$ cat src/rtl/multicycle_control_pkg.sv
// multicycle_control_pkg
// Shared definitions for the multicycle controller: FSM state encoding,
// decoded instruction classes, opcode/func field values, ALU operation codes
// and the select encodings for PC source, write register and write data.
package multicycle_control_pkg;

    // FSM states; the numeric codes are visible on the state output
    typedef enum logic [2:0] {
        S_FETCH  = 3'd0,
        S_DECODE = 3'd1,
        S_EXEC   = 3'd2,
        S_MEM    = 3'd3,
        S_WB     = 3'd4,
        S_TRAP   = 3'd5
    } state_t;

    // Instruction classes produced by the decoder
    typedef enum logic [3:0] {
        CL_RTYPE,
        CL_ITYPE,
        CL_LOAD,
        CL_STORE,
        CL_BRANCH,
        CL_JUMP,
        CL_JAL,
        CL_JR,
        CL_ILLEGAL
    } iclass_t;

    // Opcode field values
    localparam logic [5:0] OP_RTYPE = 6'b000000;
    localparam logic [5:0] OP_J     = 6'b000010;
    localparam logic [5:0] OP_JAL   = 6'b000011;
    localparam logic [5:0] OP_BEQ   = 6'b000100;
    localparam logic [5:0] OP_BNE   = 6'b000101;
    localparam logic [5:0] OP_ADDI  = 6'b001000;
    localparam logic [5:0] OP_SLTIU = 6'b001011;
    localparam logic [5:0] OP_ANDI  = 6'b001100;
    localparam logic [5:0] OP_XORI  = 6'b001110;
    localparam logic [5:0] OP_LW    = 6'b100011;
    localparam logic [5:0] OP_SW    = 6'b101011;

    // R-type function field values
    localparam logic [5:0] FN_ADD  = 6'b100000;
    localparam logic [5:0] FN_SUB  = 6'b100010;
    localparam logic [5:0] FN_AND  = 6'b100100;
    localparam logic [5:0] FN_OR   = 6'b100101;
    localparam logic [5:0] FN_XOR  = 6'b100110;
    localparam logic [5:0] FN_NOR  = 6'b100111;
    localparam logic [5:0] FN_SLTU = 6'b101011;
    localparam logic [5:0] FN_SLLV = 6'b000100;
    localparam logic [5:0] FN_JR   = 6'b001000;

    // ALU operation codes
    localparam logic [2:0] AOP_AND  = 3'b000;
    localparam logic [2:0] AOP_OR   = 3'b001;
    localparam logic [2:0] AOP_XOR  = 3'b010;
    localparam logic [2:0] AOP_NOR  = 3'b011;
    localparam logic [2:0] AOP_ADD  = 3'b100;
    localparam logic [2:0] AOP_SUB  = 3'b101;
    localparam logic [2:0] AOP_SLTU = 3'b110;
    localparam logic [2:0] AOP_SLLV = 3'b111;

    // PC source select
    localparam logic [1:0] PCS_PC4 = 2'b00;
    localparam logic [1:0] PCS_JR  = 2'b01;
    localparam logic [1:0] PCS_BR  = 2'b10;
    localparam logic [1:0] PCS_JMP = 2'b11;

    // Register-file write register select
    localparam logic [1:0] WRS_RD  = 2'b00;
    localparam logic [1:0] WRS_RT  = 2'b01;
    localparam logic [1:0] WRS_R31 = 2'b10;

    // Register-file write data select
    localparam logic [1:0] WRDS_ALU = 2'b00;
    localparam logic [1:0] WRDS_MEM = 2'b01;
    localparam logic [1:0] WRDS_PC  = 2'b10;

endpackage

$ cat src/rtl/multicycle_control_decode.sv
// mc_decode
// Purely combinational instruction decoder for the multicycle controller.
// Ports:
//   opa    in  6  opcode field
//   func   in  6  R-type function field
//   iclass out    instruction class
//   aop    out 3  static ALU operation for this instruction
//   imms   out 1  sign-extend immediate
//   rims   out 1  ALU B operand is the immediate
//   br_ne  out 1  branch taken on "not equal" (bne) rather than equal (beq)
module mc_decode
    import multicycle_control_pkg::*;
(
    input  logic [5:0] opa,
    input  logic [5:0] func,
    output iclass_t    iclass,
    output logic [2:0] aop,
    output logic       imms,
    output logic       rims,
    output logic       br_ne
);

    // Anything not explicitly recognised falls through to CL_ILLEGAL
    always_comb begin
        iclass = CL_ILLEGAL;
        aop    = AOP_AND;
        imms   = 1'b0;
        rims   = 1'b0;
        br_ne  = 1'b0;
        case (opa)
            OP_RTYPE: begin
                iclass = CL_RTYPE;
                case (func)
                    FN_ADD:  aop = AOP_ADD;
                    FN_SUB:  aop = AOP_SUB;
                    FN_AND:  aop = AOP_AND;
                    FN_OR:   aop = AOP_OR;
                    FN_XOR:  aop = AOP_XOR;
                    FN_NOR:  aop = AOP_NOR;
                    FN_SLTU: aop = AOP_SLTU;
                    FN_SLLV: aop = AOP_SLLV;
                    FN_JR:   iclass = CL_JR;
                    default: iclass = CL_ILLEGAL;
                endcase
            end
            OP_J:   iclass = CL_JUMP;
            OP_JAL: iclass = CL_JAL;
            OP_BEQ: begin
                iclass = CL_BRANCH;
                aop    = AOP_SUB;
            end
            OP_BNE: begin
                iclass = CL_BRANCH;
                aop    = AOP_SUB;
                br_ne  = 1'b1;
            end
            OP_ADDI: begin
                iclass = CL_ITYPE;
                aop    = AOP_ADD;
                rims   = 1'b1;
                imms   = 1'b1;
            end
            OP_ANDI: begin
                iclass = CL_ITYPE;
                aop    = AOP_AND;
                rims   = 1'b1;
            end
            OP_XORI: begin
                iclass = CL_ITYPE;
                aop    = AOP_XOR;
                rims   = 1'b1;
            end
            OP_SLTIU: begin
                iclass = CL_ITYPE;
                aop    = AOP_SLTU;
                rims   = 1'b1;
            end
            OP_LW: begin
                iclass = CL_LOAD;
                aop    = AOP_ADD;
                rims   = 1'b1;
                imms   = 1'b1;
            end
            OP_SW: begin
                iclass = CL_STORE;
                aop    = AOP_ADD;
                rims   = 1'b1;
                imms   = 1'b1;
            end
            default: iclass = CL_ILLEGAL;
        endcase
    end

endmodule

$ cat src/rtl/multicycle_control.sv
// multicycle_control
// Control FSM for a multicycle MIPS-like datapath. Sequences
// FETCH/DECODE/EXEC/MEM/WB, waits on mem_ready with a bounded wait counter,
// and parks in TRAP on an illegal instruction or a memory timeout.
// Ports:
//   clk, rst               clock, async active-high reset
//   opa, func, zf          instruction fields and ALU zero flag
//   mem_ready              memory access completes this cycle
//   state                  current FSM state code
//   ir_we, pc_we           IR load, PC load
//   mem_req, mem_we        memory request, memory write
//   wea                    register-file write
//   wrs, wrds, pcs         write-reg, write-data and PC source selects
//   imms, rims, aop        immediate sign-extend, ALU B = imm, ALU op
//   busy                   low only in TRAP
//   illegal, timeout_err   sticky error flags
module multicycle_control
    import multicycle_control_pkg::*;
#(
    parameter int TIMEOUT = 15,
    parameter int AOPW    = 3
) (
    input  logic            clk,
    input  logic            rst,
    input  logic [5:0]      opa,
    input  logic [5:0]      func,
    input  logic            zf,
    input  logic            mem_ready,
    output logic [2:0]      state,
    output logic            ir_we,
    output logic            pc_we,
    output logic            mem_req,
    output logic            mem_we,
    output logic            wea,
    output logic [1:0]      wrs,
    output logic [1:0]      wrds,
    output logic [1:0]      pcs,
    output logic            imms,
    output logic            rims,
    output logic [AOPW-1:0] aop,
    output logic            busy,
    output logic            illegal,
    output logic            timeout_err
);

    localparam int CNT_W = $clog2(TIMEOUT + 1);

    state_t             state_q, state_d;
    logic [CNT_W-1:0]   cnt_q, cnt_d;
    logic               illegal_q, illegal_d;
    logic               timeout_q, timeout_d;

    iclass_t            iclass;
    logic [2:0]         dec_aop;
    logic               br_ne;
    logic               timed_out;

    mc_decode u_decode (
        .opa    (opa),
        .func   (func),
        .iclass (iclass),
        .aop    (dec_aop),
        .imms   (imms),
        .rims   (rims),
        .br_ne  (br_ne)
    );

    // A wait that has already spent TIMEOUT cycles and still sees no
    // mem_ready gives up this cycle; mem_ready on that cycle still wins.
    assign timed_out = (cnt_q == CNT_W'(TIMEOUT)) && !mem_ready;

    // Next-state and strobe logic. Strobes are combinational so that a
    // mem_ready completion and the associated load happen in the same cycle.
    always_comb begin
        state_d   = state_q;
        cnt_d     = cnt_q;
        illegal_d = illegal_q;
        timeout_d = timeout_q;
        ir_we     = 1'b0;
        pc_we     = 1'b0;
        mem_req   = 1'b0;
        mem_we    = 1'b0;
        wea       = 1'b0;
        wrs       = WRS_RD;
        wrds      = WRDS_ALU;
        pcs       = PCS_PC4;

        case (state_q)
            S_FETCH: begin
                if (timed_out) begin
                    state_d   = S_TRAP;
                    timeout_d = 1'b1;
                end else begin
                    mem_req = 1'b1;
                    if (mem_ready) begin
                        ir_we   = 1'b1;
                        pc_we   = 1'b1;
                        pcs     = PCS_PC4;
                        state_d = S_DECODE;
                    end else begin
                        cnt_d = cnt_q + CNT_W'(1);
                    end
                end
            end
            S_DECODE: begin
                case (iclass)
                    CL_ILLEGAL: begin
                        state_d   = S_TRAP;
                        illegal_d = 1'b1;
                    end
                    CL_JUMP: begin
                        pc_we   = 1'b1;
                        pcs     = PCS_JMP;
                        state_d = S_FETCH;
                    end
                    CL_JAL: begin
                        pc_we   = 1'b1;
                        pcs     = PCS_JMP;
                        wea     = 1'b1;
                        wrs     = WRS_R31;
                        wrds    = WRDS_PC;
                        state_d = S_FETCH;
                    end
                    default: state_d = S_EXEC;
                endcase
            end
            S_EXEC: begin
                case (iclass)
                    CL_RTYPE, CL_ITYPE: state_d = S_WB;
                    CL_LOAD, CL_STORE:  state_d = S_MEM;
                    CL_JR: begin
                        pc_we   = 1'b1;
                        pcs     = PCS_JR;
                        state_d = S_FETCH;
                    end
                    CL_BRANCH: begin
                        pc_we   = br_ne ? ~zf : zf;
                        pcs     = PCS_BR;
                        state_d = S_FETCH;
                    end
                    default: state_d = S_FETCH;
                endcase
            end
            S_MEM: begin
                if (timed_out) begin
                    state_d   = S_TRAP;
                    timeout_d = 1'b1;
                end else begin
                    mem_req = 1'b1;
                    mem_we  = (iclass == CL_STORE);
                    if (mem_ready) begin
                        state_d = (iclass == CL_LOAD) ? S_WB : S_FETCH;
                    end else begin
                        cnt_d = cnt_q + CNT_W'(1);
                    end
                end
            end
            S_WB: begin
                wea     = 1'b1;
                wrs     = (iclass == CL_RTYPE) ? WRS_RD : WRS_RT;
                wrds    = (iclass == CL_LOAD) ? WRDS_MEM : WRDS_ALU;
                state_d = S_FETCH;
            end
            S_TRAP:  state_d = S_TRAP;
            default: state_d = S_FETCH;
        endcase

        // The wait counter measures time spent in one state only
        if (state_d != state_q) begin
            cnt_d = '0;
        end

        // Reset kills every strobe at once, even mid-instruction
        if (rst) begin
            ir_we   = 1'b0;
            pc_we   = 1'b0;
            mem_req = 1'b0;
            mem_we  = 1'b0;
            wea     = 1'b0;
        end
    end

    // State, wait counter and sticky error flags
    always_ff @(posedge clk or posedge rst) begin
        if (rst) begin
            state_q   <= S_FETCH;
            cnt_q     <= '0;
            illegal_q <= 1'b0;
            timeout_q <= 1'b0;
        end else begin
            state_q   <= state_d;
            cnt_q     <= cnt_d;
            illegal_q <= illegal_d;
            timeout_q <= timeout_d;
        end
    end

    assign state       = state_q;
    assign aop         = AOPW'(dec_aop);
    assign busy        = (state_q != S_TRAP);
    assign illegal     = illegal_q;
    assign timeout_err = timeout_q;

endmodule

$ cat config.mk
export PLATFORM = sky130hd
export DESIGN_NAME = multicycle_control
export DESIGN_NICKNAME = d
export VERILOG_FILES = /design/src/rtl/multicycle_control_pkg.sv /design/src/rtl/multicycle_control_decode.sv /design/src/rtl/multicycle_control.sv
export SDC_FILE = /design/constraint.sdc
export NUM_CORES = 1
export LEC_CHECK = 0
export BUFFER_PORTS_ARGS = -buffer_cell sky130_fd_sc_hd__buf_4
export CAP_MARGIN = 20
export CORE_MARGIN = 2
export CORE_UTILIZATION = 50
export DETAILED_ROUTE_END_ITERATION = 10
export PLACE_DENSITY = 0.86
export SETUP_SLACK_MARGIN = 0.5
export SYNTH_ARGS = -nofsm -noshare
export SYNTH_HDL_FRONTEND = slang
export SYNTH_SLANG_ARGS = --single-unit
$ cat constraint.sdc
create_clock -name clk -period 5.8 [get_ports clk]
set_clock_uncertainty 0.05 [all_clocks]
set_input_delay 0.87 -clock clk [delete_from_list [all_inputs] [get_ports clk]]
set_output_delay 0.87 -clock clk [all_outputs]
set_load 0.02 [all_outputs]
=== Word level (Yosys, flattened, before mapping) ===
Cells that the tools add are included.
W data, S select, Z words.

* Add/subtract/negate cells: 1
* Equality and inequality tests: 37
* Mux-type cells: 45
* Bitwise logic cells: 1
* Reductions and logical operators: 18

{| class="wikitable"
|+ Operators by type and width
! kind !! number
|-
| $eq A6 B6 Y1 const B || 9
|-
| $eq A6 B4 Y1 const B || 5
|-
| $pmux W3 S5 || 2
|-
| $pmux W4 S7 || 1
|-
| $pmux W3 S7 || 1
|-
| $mux W1 || 20
|-
| $eq A6 B3 Y1 const B || 3
|-
| $eq A4 B3 Y1 const B || 4
|-
| $mux W4 || 4
|-
| $pmux W2 S2 || 4
|-
| $mux W3 || 5
|-
| $eq A6 B2 Y1 const B || 2
|-
| $pmux W3 S2 || 2
|-
| $reduce_or A2 Y1 || 5
|-
| $eq A4 B2 Y1 const B || 2
|-
| $eq A4 B4 Y1 const B || 2
|-
| $pmux W4 S2 || 1
|-
| $reduce_or A8 Y1 || 1
|-
| $eq A3 B2 Y1 const B || 2
|-
| $eq A3 B3 Y1 const B || 2
|-
| $logic_not A6 Y1 || 1
|-
| $reduce_or A6 Y1 || 1
|-
| $add A4 B1 Y4 const B || 1
|-
| $eq A4 B1 Y1 const B || 1
|-
| other kinds (17) || 21
|}

* Register bits: 9
* Output and inout port bits: 22
* Logic and storage cells: 106

=== Logic depth before layout (Yosys ltp) ===
* Depth in word-level cells: 12
* Gate-level depth with buffers: 7
* Depth with buffers taken out: 7

=== Hierarchy ===
A second synthesis with hierarchy kept.

* Cells, all modules: 174
* Area, all modules: 1325.0 µm²

{| class="wikitable"
|+ Modules (own cells, without submodules)
! module !! instances !! cells each !! area each (µm²)
|-
| multicycle_control || 1 || 101 || 883.3
|-
| mc_decode || 1 || 73 || 441.7
|}

=== Worst setup path after synthesis ===
Ideal clock, no wire load.

* Path type: in2out
* Start: in opa[1]
* End: out mem_we
* Arrival: 2717 ps
* Data required time: 4880 ps
* Setup slack: 2163 ps
* Stages on the path: 6
* Path buffers: 1
* Cell sequence: clkbuf_1 nor2b_1 or3_1 o2bb2ai_1 nor2_1 nor4_1

* Cells in the longest elaborated chain, start to end: 7
* Elaborated cells between the ends (all ways): 18
* Classes of those cells: eq/ne (11); mux (4); reduce/logical (3)

{| class="wikitable"
|+ RTL lines
! item !! RTL line !! text
|-
| start, declared || multicycle_control.sv:25 || <nowiki>input logic [5:0] opa,</nowiki>
|-
| $eq A6 B4 Y1 or $eq A6 B3 Y1 (tied branches) || multicycle_control_decode.sv:30 || <nowiki>case (opa)</nowiki>
|-
| $reduce_or A4 Y1 (no line) or $reduce_or A2 Y1 (tied branches) || -- ||
|-
| $pmux W4 S7 (*) || multicycle_control_decode.sv:30 ||
|-
| $eq A4 B2 Y1 (*) || multicycle_control.sv:150 || <nowiki>mem_we = (iclass == CL_STORE);</nowiki>
|-
| $mux W1 (*) || multicycle_control.sv:145 || <nowiki>if (timed_out) begin</nowiki>
|-
| $mux W1 (*) || multicycle_control.sv:88 || <nowiki>case (state_q)</nowiki>
|-
| $mux W1 (*) || multicycle_control.sv:174 || <nowiki>if (rst) begin</nowiki>
|-
| end, declared || multicycle_control.sv:33 || <nowiki>output logic mem_we,</nowiki>
|}

Every way passes the cells marked *; elsewhere a longest branch is shown, timed or not.

=== Worst setup path in the final report ===
* Start: in func[0]
* End: out pc_we

* Cells in the longest elaborated chain, start to end: 9
* Elaborated cells between the ends (all ways): 21
* Classes of those cells: eq/ne (13); mux (6); reduce/logical (2)

{| class="wikitable"
|+ RTL lines
! item !! RTL line !! text
|-
| start, declared || multicycle_control.sv:26 || <nowiki>input logic [5:0] func,</nowiki>
|-
| $eq A6 B6 Y1 or $eq A6 B3 Y1 (tied branches) || multicycle_control_decode.sv:33 || <nowiki>case (func)</nowiki>
|-
| $reduce_or A8 Y1 (no line) || -- ||
|-
| $pmux W4 S2 (*) || multicycle_control_decode.sv:33 ||
|-
| $pmux W4 S7 (*) || multicycle_control_decode.sv:30 ||
|-
| $eq A4 B3 Y1 || multicycle_control.sv:106 || <nowiki>case (iclass)</nowiki>
|-
| $reduce_or A2 Y1 (no line) || -- ||
|-
| $mux W1 || multicycle_control.sv:106 ||
|-
| $pmux W1 S3 (*) || multicycle_control.sv:88 ||
|-
| $mux W1 (*) || multicycle_control.sv:174 ||
|-
| end, declared || multicycle_control.sv:31 || <nowiki>output logic pc_we,</nowiki>
|}

Marked as above.

==> flow_summary.yaml <==
die:
  initial_core_utilization: 0.517
  pin_count: 38
  core_um2: 2410
  floorplan.rows: 18
  die_area_um2: 2910
  fp.dieW_um: 53.9
  die_height_um: 53.9
synth:
  synth_top_flop_cell: "sky130_fd_sc_hd__dfrtp_1"
  yosysWarningCount: 0
  synth.ff_latch_count: 9
  syn-num-nets: 200
  synth-edff-count: 0
  synth.cell_area_um2: 1240
  yosysUniqueCellTypes: 51
  avgSynthCellArea_um2: 6.80
  synth-seq-area-share: 0.181
  async_flop_share: 1.00
  syn-instance-count: 183
timing:
  max_clock_freq_ghz: 0.264
  timing.slew.headroom: 0.500
  worst_pin_slew_ns: 0.731
  final-max-slew-violation-count: 0
  finalWorstPathRequiredPeriod_ns: 3.79
  rsz0062_at_grt: "false"
  timing.setup.tns_ns: 0
  setup-violations-final: 0
  timing.final.crit_share: 0.654
  final_hold_violation_count: 0
clock_network:
  clock-root-buffer: "sky130_fd_sc_hd__clkbuf_4"
  tritoncts_clock_tree: "yes"
  clock-sinks: 9
  max-clock-path-buffers: 2
  clkLatencyLatePin_ns: 0.26
  numCtsBuffers: 3
  cts.repair.resized: 0
  setup_fix_buffers_added_after_clock_tree_synthesis: 0
  cts.reportedPaths.clkPinSlew_ns: 0.07
  cts_hold_buffers: 0
  htree_levels: 1
route:
  drt_first_iter_violations: 39
  detail_route.wirelength_mm: 3.38
  routed_wire_length_per_instance_um: 13.7
  drt_first_pass_iters: 4
  antenna_left: 0
  count_of_vias_placed_by_the_detailed_router: 1506
  post_drt_via_cell_ratio: 6.12
  number_of_remaining_drc_errors: 0
setup_path:
  worst-setup-path-type: "input pin to output pin"
  worstPathRequired_ns: 4.88
  arrival_ns: 2.87
  worst_setup_path_end_kind: "output pin"
  crit_path_start_kind: "input pin"
  crit_fanout: 8
cells_and_area:
  insertedDiodeCount: 0
  finalCoreUtilization: 0.644
  syn2layout_area_growth_pct: 24.7
  nets: 234
  layout-drive-gt1-share: 0.227
  fillerInstances: 238
global_routing:
  groute.usage.overall: 0.252
  grt_max_degree: 19
  wire_length_of_the_first_global_routing_pass_mm: 5.55
  antenna_found_initial: 0
  grt_remaining_overflow: 0
  grt_pass1_vias: 1271
worst_hold_path:
  timing.hold.worst.class: "flip-flop to flip-flop"
placed_design:
  place_hpwl_mm: 2.60
  gp_congestion: 0.837
  portBuffers: 37
power:
  vdd_ir_drop_max_v: 0.000233
  power.density_nw_per_um2: 245
  p_leak_nw: 0.623
run_status:
  run_status: "complete, no violations"
flow_run:
  max_cap_violations: 0
## synthesized netlist by cell type (all sizes together) (2+ instances only)
cell | n | area (µm²)
xor2 | 2 | 17.5
nor3 | 8 | 40.0
nand2 | 20 | 75.1
or3 | 4 | 30.0
a21oi | 8 | 40.0
a31o | 2 | 17.5
o41ai | 2 | 17.5
or3b | 2 | 17.5
buf | 2 | 12.5
dfrtp | 9 | 225
and2 | 3 | 18.8
nand3 | 12 | 60.1
a31oi | 6 | 37.5
nor2b | 6 | 37.5
o21ai | 12 | 60.1
or4b | 2 | 20.0
o21a | 2 | 15.0
clkbuf | 6 | 22.5
a21boi | 2 | 15.0
xnor2 | 4 | 35.0
inv | 5 | 18.8
nor4 | 8 | 50.1
nand4 | 4 | 25.0
or2 | 2 | 12.5
nand2b | 5 | 31.3
a41oi | 2 | 17.5
nor2 | 21 | 78.8
nor4b | 2 | 17.5
## worst max-delay path, stage by stage
cell and delay (ns):
sky130_fd_sc_hd__buf_4 0.13, sky130_fd_sc_hd__nor4_1 0.50, sky130_fd_sc_hd__nand2_1 0.22, sky130_fd_sc_hd__o21ai_0 0.43, sky130_fd_sc_hd__a31o_2 0.24, sky130_fd_sc_hd__a41oi_1 0.11
sky130_fd_sc_hd__a31oi_1 0.20, sky130_fd_sc_hd__buf_4 0.17
## logic make-up (layout without fill, tap and decap cells)
kind of cell | after synthesis | after routing | synth area share
muxes | 1 | 1 | 0.00904
DFF | 9 | 9 | 0.181
and+or+nand+nor | 106 | 106 | 0.458
AOI/OAI and AO/OA | 47 | 47 | 0.256
xor gates and xnor gates | 6 | 6 | 0.0422
buffers and inverters | 13 | 46 | 0.0432
adders and majority gates | 1 | 1 | 0.0100
## power breakdown
part           internal (mW)  switching (mW)
registers             0.0748          0.0348
clock network         0.0254          0.0227
logic                 0.0919           0.131
total                  0.192           0.189
## final timing paths
path	start	endpoint	slack [ns]	cells after the start
worst min-delay path	illegal	illegal	0.42	1
worst max-delay path	func[0]	pc_we	2.01	8
min in group asynchronous	rst	cnt_q[3]	0.55	2
worst min register to register	illegal	illegal	0.42	1
worst max register to register	cnt_q[0]	cnt_q[3]	3.40	7
max in group asynchronous	rst	state[2]	4.87	2
## sequential cells by signal, summed over array words and instances (netlist names)
signal and flops:
cnt_q 4, state 3, illegal 1, timeout_err 1
## cells in the final DEF (no fill, tap or decap), types with 2 or more instances in the layout
cell,n
sky130_fd_sc_hd__nand3_1,12
sky130_fd_sc_hd__nor2_1,21
sky130_fd_sc_hd__xnor2_1,4
sky130_fd_sc_hd__buf_4,37
sky130_fd_sc_hd__or2_2,2
sky130_fd_sc_hd__a21oi_1,8
sky130_fd_sc_hd__nor4_1,8
sky130_fd_sc_hd__or3_1,3
sky130_fd_sc_hd__nor3_1,8
sky130_fd_sc_hd__o21a_1,2
sky130_fd_sc_hd__a31oi_1,6
sky130_fd_sc_hd__nor2b_1,6
sky130_fd_sc_hd__nand4_1,4
sky130_fd_sc_hd__nand2b_1,5
sky130_fd_sc_hd__inv_1,5
sky130_fd_sc_hd__clkbuf_4,3
sky130_fd_sc_hd__nand2_1,20
sky130_fd_sc_hd__a31o_2,2
sky130_fd_sc_hd__or3b_1,2
sky130_fd_sc_hd__o41ai_1,2
sky130_fd_sc_hd__xor2_1,2
sky130_fd_sc_hd__o21ai_0,12
sky130_fd_sc_hd__a21boi_0,2
sky130_fd_sc_hd__a41oi_1,2
sky130_fd_sc_hd__nor4b_1,2
sky130_fd_sc_hd__and2_1,3
sky130_fd_sc_hd__dfrtp_1,9
## layout make-up
cell class	count	area (µm²)	area share
repair buffers	37	278	0.179
inverters	5	18.8	0.0121
flip-flops and latches	9	225	0.145
well taps	30	37.5	0.0242
clock inverters	1	5.00	0.00322
clock buffers	3	22.5	0.0145
multi-input cells	161	966	0.622
## metrics by stage
step / setup WS (ns) / total power, mW / std cells / hold WS, ns / cell area, µm²
6_report: 2.01 / 0.381 / 246 / 0.425 / 1550
5_1_grt: 1.84 / 0.412 / 246 / 0.441 / 1550
4_1_cts: 2.06 / 0.379 / 246 / 0.435 / 1550
3_5_place_dp: 2.06 / 0.330 / 242 / 0.419 / 1530
3_3_place_gp: 2.17 / 0.330 / 242 / 0.408 / 1530
2_1_floorplan: 2.16 / 0.253 / 183 / 0.515 / 1240
## metal layers
layer | part of all wire | GRT usage
met4 | 0 | 0.0128
met2 | 0.47 | 0.409
met5 | 0 | 0
met3 | 0.047 | 0.0472
met1 | 0.48 | 0.361
Power figures use the tool's default switching activity.
